[src/rtl/nibble_adder_pkg.sv]
// Shared types and constants for the nibble-serial adder.
package nibble_adder_pkg;

   localparam int NIBBLE_W = 4;

   typedef enum logic [1:0] {
      IDLE = 2'd0,
      RUN  = 2'd1,
      DONE = 2'd2
   } state_t;

endpackage

[src/rtl/nibble_adder_slice.sv]
// Combinational 4-bit ripple-carry slice; c3 is the carry into bit 3 for overflow detection.
module nibble_adder_slice
   import nibble_adder_pkg::*;
(
   input  logic [NIBBLE_W-1:0] x,
   input  logic [NIBBLE_W-1:0] y,
   input  logic                ci,
   output logic [NIBBLE_W-1:0] s,
   output logic                co,
   output logic                c3
);

   logic [NIBBLE_W:0] carry_s;

   // Ripple the carry bit by bit across the nibble
   always_comb begin
      carry_s    = {(NIBBLE_W+1){1'b0}};
      s          = {NIBBLE_W{1'b0}};
      carry_s[0] = ci;
      for (int i = 0; i < NIBBLE_W; i++) begin
         s[i]         = x[i] ^ y[i] ^ carry_s[i];
         carry_s[i+1] = (x[i] & y[i]) | (x[i] & carry_s[i]) | (y[i] & carry_s[i]);
      end
   end

   assign co = carry_s[NIBBLE_W];
   assign c3 = carry_s[NIBBLE_W-1];

endmodule

[src/rtl/nibble_serial_adder_ctrl.sv]
// WIDTH-bit adder that reuses one 4-bit slice, one nibble per clock, with start/done handshake.
// Define NIBBLE_ADDER_SUB_EN to add a 'sub' input selecting a - b.
module nibble_serial_adder_ctrl
   import nibble_adder_pkg::*;
#(
   parameter int WIDTH = 32
) (
   input  logic             clk,
   input  logic             rst,
   input  logic             start,
   input  logic [WIDTH-1:0] a,
   input  logic [WIDTH-1:0] b,
   input  logic             cin,
`ifdef NIBBLE_ADDER_SUB_EN
   input  logic             sub,
`endif
   output logic             busy,
   output logic             done,
   output logic [WIDTH-1:0] sum,
   output logic             cout,
   output logic             ovf,
   output logic             zero
);

   localparam int NNIB  = WIDTH / NIBBLE_W;
   localparam int IDX_W = (NNIB > 1) ? $clog2(NNIB) : 1;
   localparam logic [IDX_W-1:0] LAST_IDX = IDX_W'(NNIB - 1);

   state_t               state_r;
   state_t               state_nxt_s;
   logic [IDX_W-1:0]     idx_r;
   logic [WIDTH-1:0]     a_sh_r;
   logic [WIDTH-1:0]     b_sh_r;
   logic                 carry_r;
   logic [WIDTH-1:0]     sum_r;
   logic                 cout_r;
   logic                 ovf_r;
   logic                 zero_r;
   logic                 busy_r;
   logic                 done_r;

   logic                 accept_s;
   logic                 last_pass_s;
   logic [WIDTH-1:0]     b_load_s;
   logic                 carry_load_s;
   logic [NIBBLE_W-1:0]  slice_sum_s;
   logic                 slice_co_s;
   logic                 slice_c3_s;
   logic [WIDTH-1:0]     sum_nxt_s;

   nibble_adder_slice u_slice (
      .x  (a_sh_r[NIBBLE_W-1:0]),
      .y  (b_sh_r[NIBBLE_W-1:0]),
      .ci (carry_r),
      .s  (slice_sum_s),
      .co (slice_co_s),
      .c3 (slice_c3_s)
   );

   // Next-state decode and acceptance of a new operation
   always_comb begin
      state_nxt_s = state_r;
      accept_s    = 1'b0;
      last_pass_s = 1'b0;
      case (state_r)
         IDLE: begin
            if (start) begin
               state_nxt_s = RUN;
               accept_s    = 1'b1;
            end else begin
               state_nxt_s = IDLE;
            end
         end
         RUN: begin
            if (idx_r == LAST_IDX) begin
               state_nxt_s = DONE;
               last_pass_s = 1'b1;
            end else begin
               state_nxt_s = RUN;
            end
         end
         DONE:    state_nxt_s = IDLE;
         default: state_nxt_s = IDLE;
      endcase
   end

   // Operand conditioning on load: subtraction is a + ~b + 1
   always_comb begin
`ifdef NIBBLE_ADDER_SUB_EN
      if (sub) begin
         b_load_s     = ~b;
         carry_load_s = 1'b1;
      end else begin
         b_load_s     = b;
         carry_load_s = cin;
      end
`else
      b_load_s     = b;
      carry_load_s = cin;
`endif
   end

   // Result with the current pass's nibble merged in; the final pass uses it for zero
   always_comb begin
      sum_nxt_s = sum_r;
      sum_nxt_s[idx_r*NIBBLE_W +: NIBBLE_W] = slice_sum_s;
   end

   // State register
   always_ff @(posedge clk) begin
      if (rst) begin
         state_r <= IDLE;
      end else begin
         state_r <= state_nxt_s;
      end
   end

   // Datapath: operand shifters, carry FF, nibble index, result and flags
   always_ff @(posedge clk) begin
      if (rst) begin
         idx_r   <= {IDX_W{1'b0}};
         a_sh_r  <= {WIDTH{1'b0}};
         b_sh_r  <= {WIDTH{1'b0}};
         carry_r <= 1'b0;
         sum_r   <= {WIDTH{1'b0}};
         cout_r  <= 1'b0;
         ovf_r   <= 1'b0;
         zero_r  <= 1'b0;
         busy_r  <= 1'b0;
         done_r  <= 1'b0;
      end else begin
         busy_r <= (state_nxt_s != IDLE);
         done_r <= (state_nxt_s == DONE);
         if (accept_s) begin
            a_sh_r  <= a;
            b_sh_r  <= b_load_s;
            carry_r <= carry_load_s;
            idx_r   <= {IDX_W{1'b0}};
         end else if (state_r == RUN) begin
            a_sh_r  <= {{NIBBLE_W{1'b0}}, a_sh_r[WIDTH-1:NIBBLE_W]};
            b_sh_r  <= {{NIBBLE_W{1'b0}}, b_sh_r[WIDTH-1:NIBBLE_W]};
            carry_r <= slice_co_s;
            sum_r   <= sum_nxt_s;
            if (last_pass_s) begin
               idx_r  <= {IDX_W{1'b0}};
               cout_r <= slice_co_s;
               ovf_r  <= slice_co_s ^ slice_c3_s;
               zero_r <= (sum_nxt_s == {WIDTH{1'b0}});
            end else begin
               idx_r  <= idx_r + 1'b1;
            end
         end
      end
   end

   assign busy = busy_r;
   assign done = done_r;
   assign sum  = sum_r;
   assign cout = cout_r;
   assign ovf  = ovf_r;
   assign zero = zero_r;

endmodule
[config.mk]
export PLATFORM = sky130hd
export DESIGN_NAME = nibble_serial_adder_ctrl
export DESIGN_NICKNAME = d
export VERILOG_FILES = /design/src/rtl/nibble_adder_pkg.sv /design/src/rtl/nibble_adder_slice.sv /design/src/rtl/nibble_serial_adder_ctrl.sv
export SDC_FILE = /design/constraint.sdc
export NUM_CORES = 1
export LEC_CHECK = 0
export CELL_PAD_IN_SITES_DETAIL_PLACEMENT = 0
export CELL_PAD_IN_SITES_GLOBAL_PLACEMENT = 2
export CORE_UTILIZATION = 32
export DETAILED_ROUTE_END_ITERATION = 8
export PLACE_DENSITY = 0.82
export SYNTH_ARGS = -nofsm -noshare
export SYNTH_HDL_FRONTEND = slang
export SYNTH_SLANG_ARGS = --single-unit
export TNS_END_PERCENT = 100
[constraint.sdc]
create_clock -name clk -period 4.9 [get_ports clk]
set_clock_uncertainty 0.15 [all_clocks]
set_input_delay 0.735 -clock clk [delete_from_list [all_inputs] [get_ports clk]]
set_output_delay 0.735 -clock clk [all_outputs]
set_load 0.05 [all_outputs]
==> summary.txt <==
STA
  – Final setup violation count: 0
  – Maximum clock frequency: roughly 0.30 GHz
  – Remaining max-slew budget at the tightest pin: around 33%
  – Number of slew-limit violations in the final report: 0
  – Worst slew pin tran: about 1000 ps
  – Tmin final: 3363 ps
  – Hold violation total from the final report: 0
  – Unrepaired setup endpoints after global routing: false
  – Tcrit/Tclk final: roughly 70%
  – Sum Neg Setup Slack: 0 ps

Critical path
  – Peak fanout along the critical path: 8
  – Worst Setup Start Kind: register
  – Class of the most critical setup path: register to register
  – Crit path capture type: register
  – CP required: 5050 ps
  – Critical Path AT: around 3500 ps

Synthesis
  – Synth warnings: 0
  – Top-area cell type share of the netlist area: a little under half
  – Flop and latch count out of synthesis: 107
  – Post-synth top area cell: dfxtp_1
  – Avg Inst Size Synth: between 8 and 9 um^2
  – Most used standard cells in the synthesized netlist: 107 x dfxtp_1, 79 x o21ai_0, 76 x nand2_1
  – Top area cells in the synthesized netlist: dfxtp_1 46%, mux2i_1 14%, o21ai_0 8.4%
  – Number of enable flip-flop cells after synthesis: 0
  – Mapped Cells: 541
  – Fraction of registers with async set/reset: 0%
  – Portion of the post-synthesis area used by sequential elements: 45.69%
  – Synthesized net count: 620
  – Count of distinct cell types in the synthesized netlist: 38
  – Post-synthesis cell area: between 4000 and 5000 um^2
  – Ys flop type: dfxtp_1
  – Top-count cell post-synth: dfxtp_1

Drt
  – Final wirelength: around 12000 um
  – Starting DRT DRC Count: approximately 260
  – Post-detailed-route DRC marker count: 0
  – Total via count in the routed design: slightly below 4000
  – DR vias/cell: 4.891
  – First-pass iteration count of the detailed router: 5
  – Antenna-violating nets left: 0
  – Routed length per instance: about 15 um

Die
  – Area of the die: between 15000 and 20000 um^2
  – Top-Level Pins: roughly 110
  – Die Y: 123.0 um
  – Width of the die: between 100 and 150 um
  – Core Footprint: roughly 14000 um^2
  – Number of core rows: 43
  – Initial core utilization: about a third

Placed design
  – HPWL after DPL: approximately 8400 um
  – GP Congestion: approximately 0.85
  – Count of buffers from port buffering: between 100 and 150

Layout
  – Total area of sequential cells: 2142 um^2
  – Number of diodes: 0
  – Filler cell count: 1454
  – Area Overhead vs Synth: 30.53%
  – Total number of nets in the final design: between 700 and 800
  – Share of cells above drive strength 1: 3.816%
  – Area taken by multi-input logic gates: about 2400 um^2

Clock tree
  – Number of hold buffers added after cts: 0
  – Clk sinks: 107
  – H-Tree Depth: 3
  – TritonCTS clock tree: done
  – Clk_lat worst skew: roughly 360 ps
  – Buffers from clock root to sink, at most: 2
  – Post-cts repair resize count: 0
  – Setup repair bufs after CTS: 0
  – Reg clk slew, reported paths: about 70 ps
  – Clk root buf: clkbuf_16
  – Total CTS buffers: 9

Flow run
  – Count of max-cap constraint violations: 0

Outcome
  – Outcome: completed

GRT
  – Antenna violations before repair: 0
  – Global-route wire length before repair: slightly below 20000 um
  – Via count of the first global-routing pass: 3847
  – Total congestion overflow after global routing: 0
  – Largest net degree at the start of global routing: 63
  – Overall routing resource usage: roughly 17%

Power and ir drop
  – Cell Pwr Density: ~300 nW/um^2
  – Leakage component of the power: 2.170 nW
  – VDD IR-drop max: 0.0001415 V
  – Power Total: about 0.0018 W

Min path
  – Path class of the lowest-slack min-delay path: register to register
==> logic make-up after synthesis <==
family,share of synthesized area (%)
xor+xnor,0.1869
flops,45.69
fa+ha+maj,3.576
simple gates,17.19
compound gates,14.63
buf+inv,3.950
mux,14.79
==> worst max-delay path: stages, from the launching register on <==
cell and delay (ps):
dfxtp_1 360, fa_1 190, inv_1 50, fa_1 370, fa_1 420, fa_1 700
nor2b_1 270, mux2_1 170, nand4_1 100, a2111oi_2 350, a31o_1 180
==> where the power goes <==
group          switching [W]  internal [W]  leakage [nW]
logic               0.000129      0.000117          1.17
clock network       0.000320      0.000356         0.126
registers          0.0000207      0.000907         0.871
==> layout by cell type (no fill, tap or decap), types with 2 or more instances in the layout <==
| cell type | n |
|---|---|
| dfxtp_1 | 107 |
| clkdlybuf4s50_1 | 104 |
| o21ai_0 | 79 |
| nand2_1 | 76 |
| mux2i_1 | 67 |
| nor2_1 | 62 |
| a21oi_1 | 30 |
| inv_1 | 12 |
| nor3_1 | 9 |
| clkbuf_16 | 9 |
| a22o_1 | 8 |
| ha_1 | 7 |
| nand3_1 | 6 |
| nor2b_1 | 5 |
| nor3b_1 | 5 |
| nor4_1 | 5 |
| fa_1 | 4 |
| buf_4 | 4 |
| nand2b_1 | 3 |
| clkbuf_1 | 3 |
| a211oi_1 | 2 |
==> final cells by class <==
class,instances,area share [%]
multi-input combinational,387,38.79
sequential,107,35.00
timing repair buffer,108,17.50
clock inverter,2,0.2045
clock buffer,13,4.089
inverter,12,0.7360
tap,180,3.680
==> path summary, 6_finish.rpt <==
check                   from    endpoint  slack [ps]  depth (start not counted)
setup reg to reg   a_sh_r[0]        zero        1540                         10
hold / removal    b_sh_r[17]  b_sh_r[17]         300                          2
setup / recovery   a_sh_r[0]        zero        1540                         10
hold reg to reg   b_sh_r[17]  b_sh_r[17]         300                          2
==> registers in the layout, summed over array words and instances (netlist names) <==
register,cells
cout,1
idx_r,3
ovf,1
a_sh_r,32
state_r,2
busy,1
sum,32
done,1
carry_r,1
b_sh_r,32
zero,1
==> metal layers <==
layer | track usage (%) | part of all wire [%] | up-vias | wire, um
met5 | 0 | 0 | - | 0
li1 | - | - | 2022 | -
met1 | 21.71 | 48 | 1817 | 5759
met3 | 5.397 | 6.5 | 18 | 779
met2 | 25.70 | 44 | 100 | 5224
met4 | 7.154 | 2.0 | 0 | 244
==> stage by stage <==
stage          utilization [%]  worst slack [ps]  cell area (um^2)  instances  hold slack (ps)
6_report                 43.41              1537              6120        809            300.9
2_1_floorplan                -              1735              4688        541            274.4
5_1_grt                  43.41              1301              6120        809            324.0
3_5_place_dp             41.55              1566              5857        794            292.4
4_1_cts                  43.41              1536              6120        809            307.8
3_3_place_gp             41.55              1692              5857        794            284.1
Note: power is estimated with default switching activity, not from simulation.
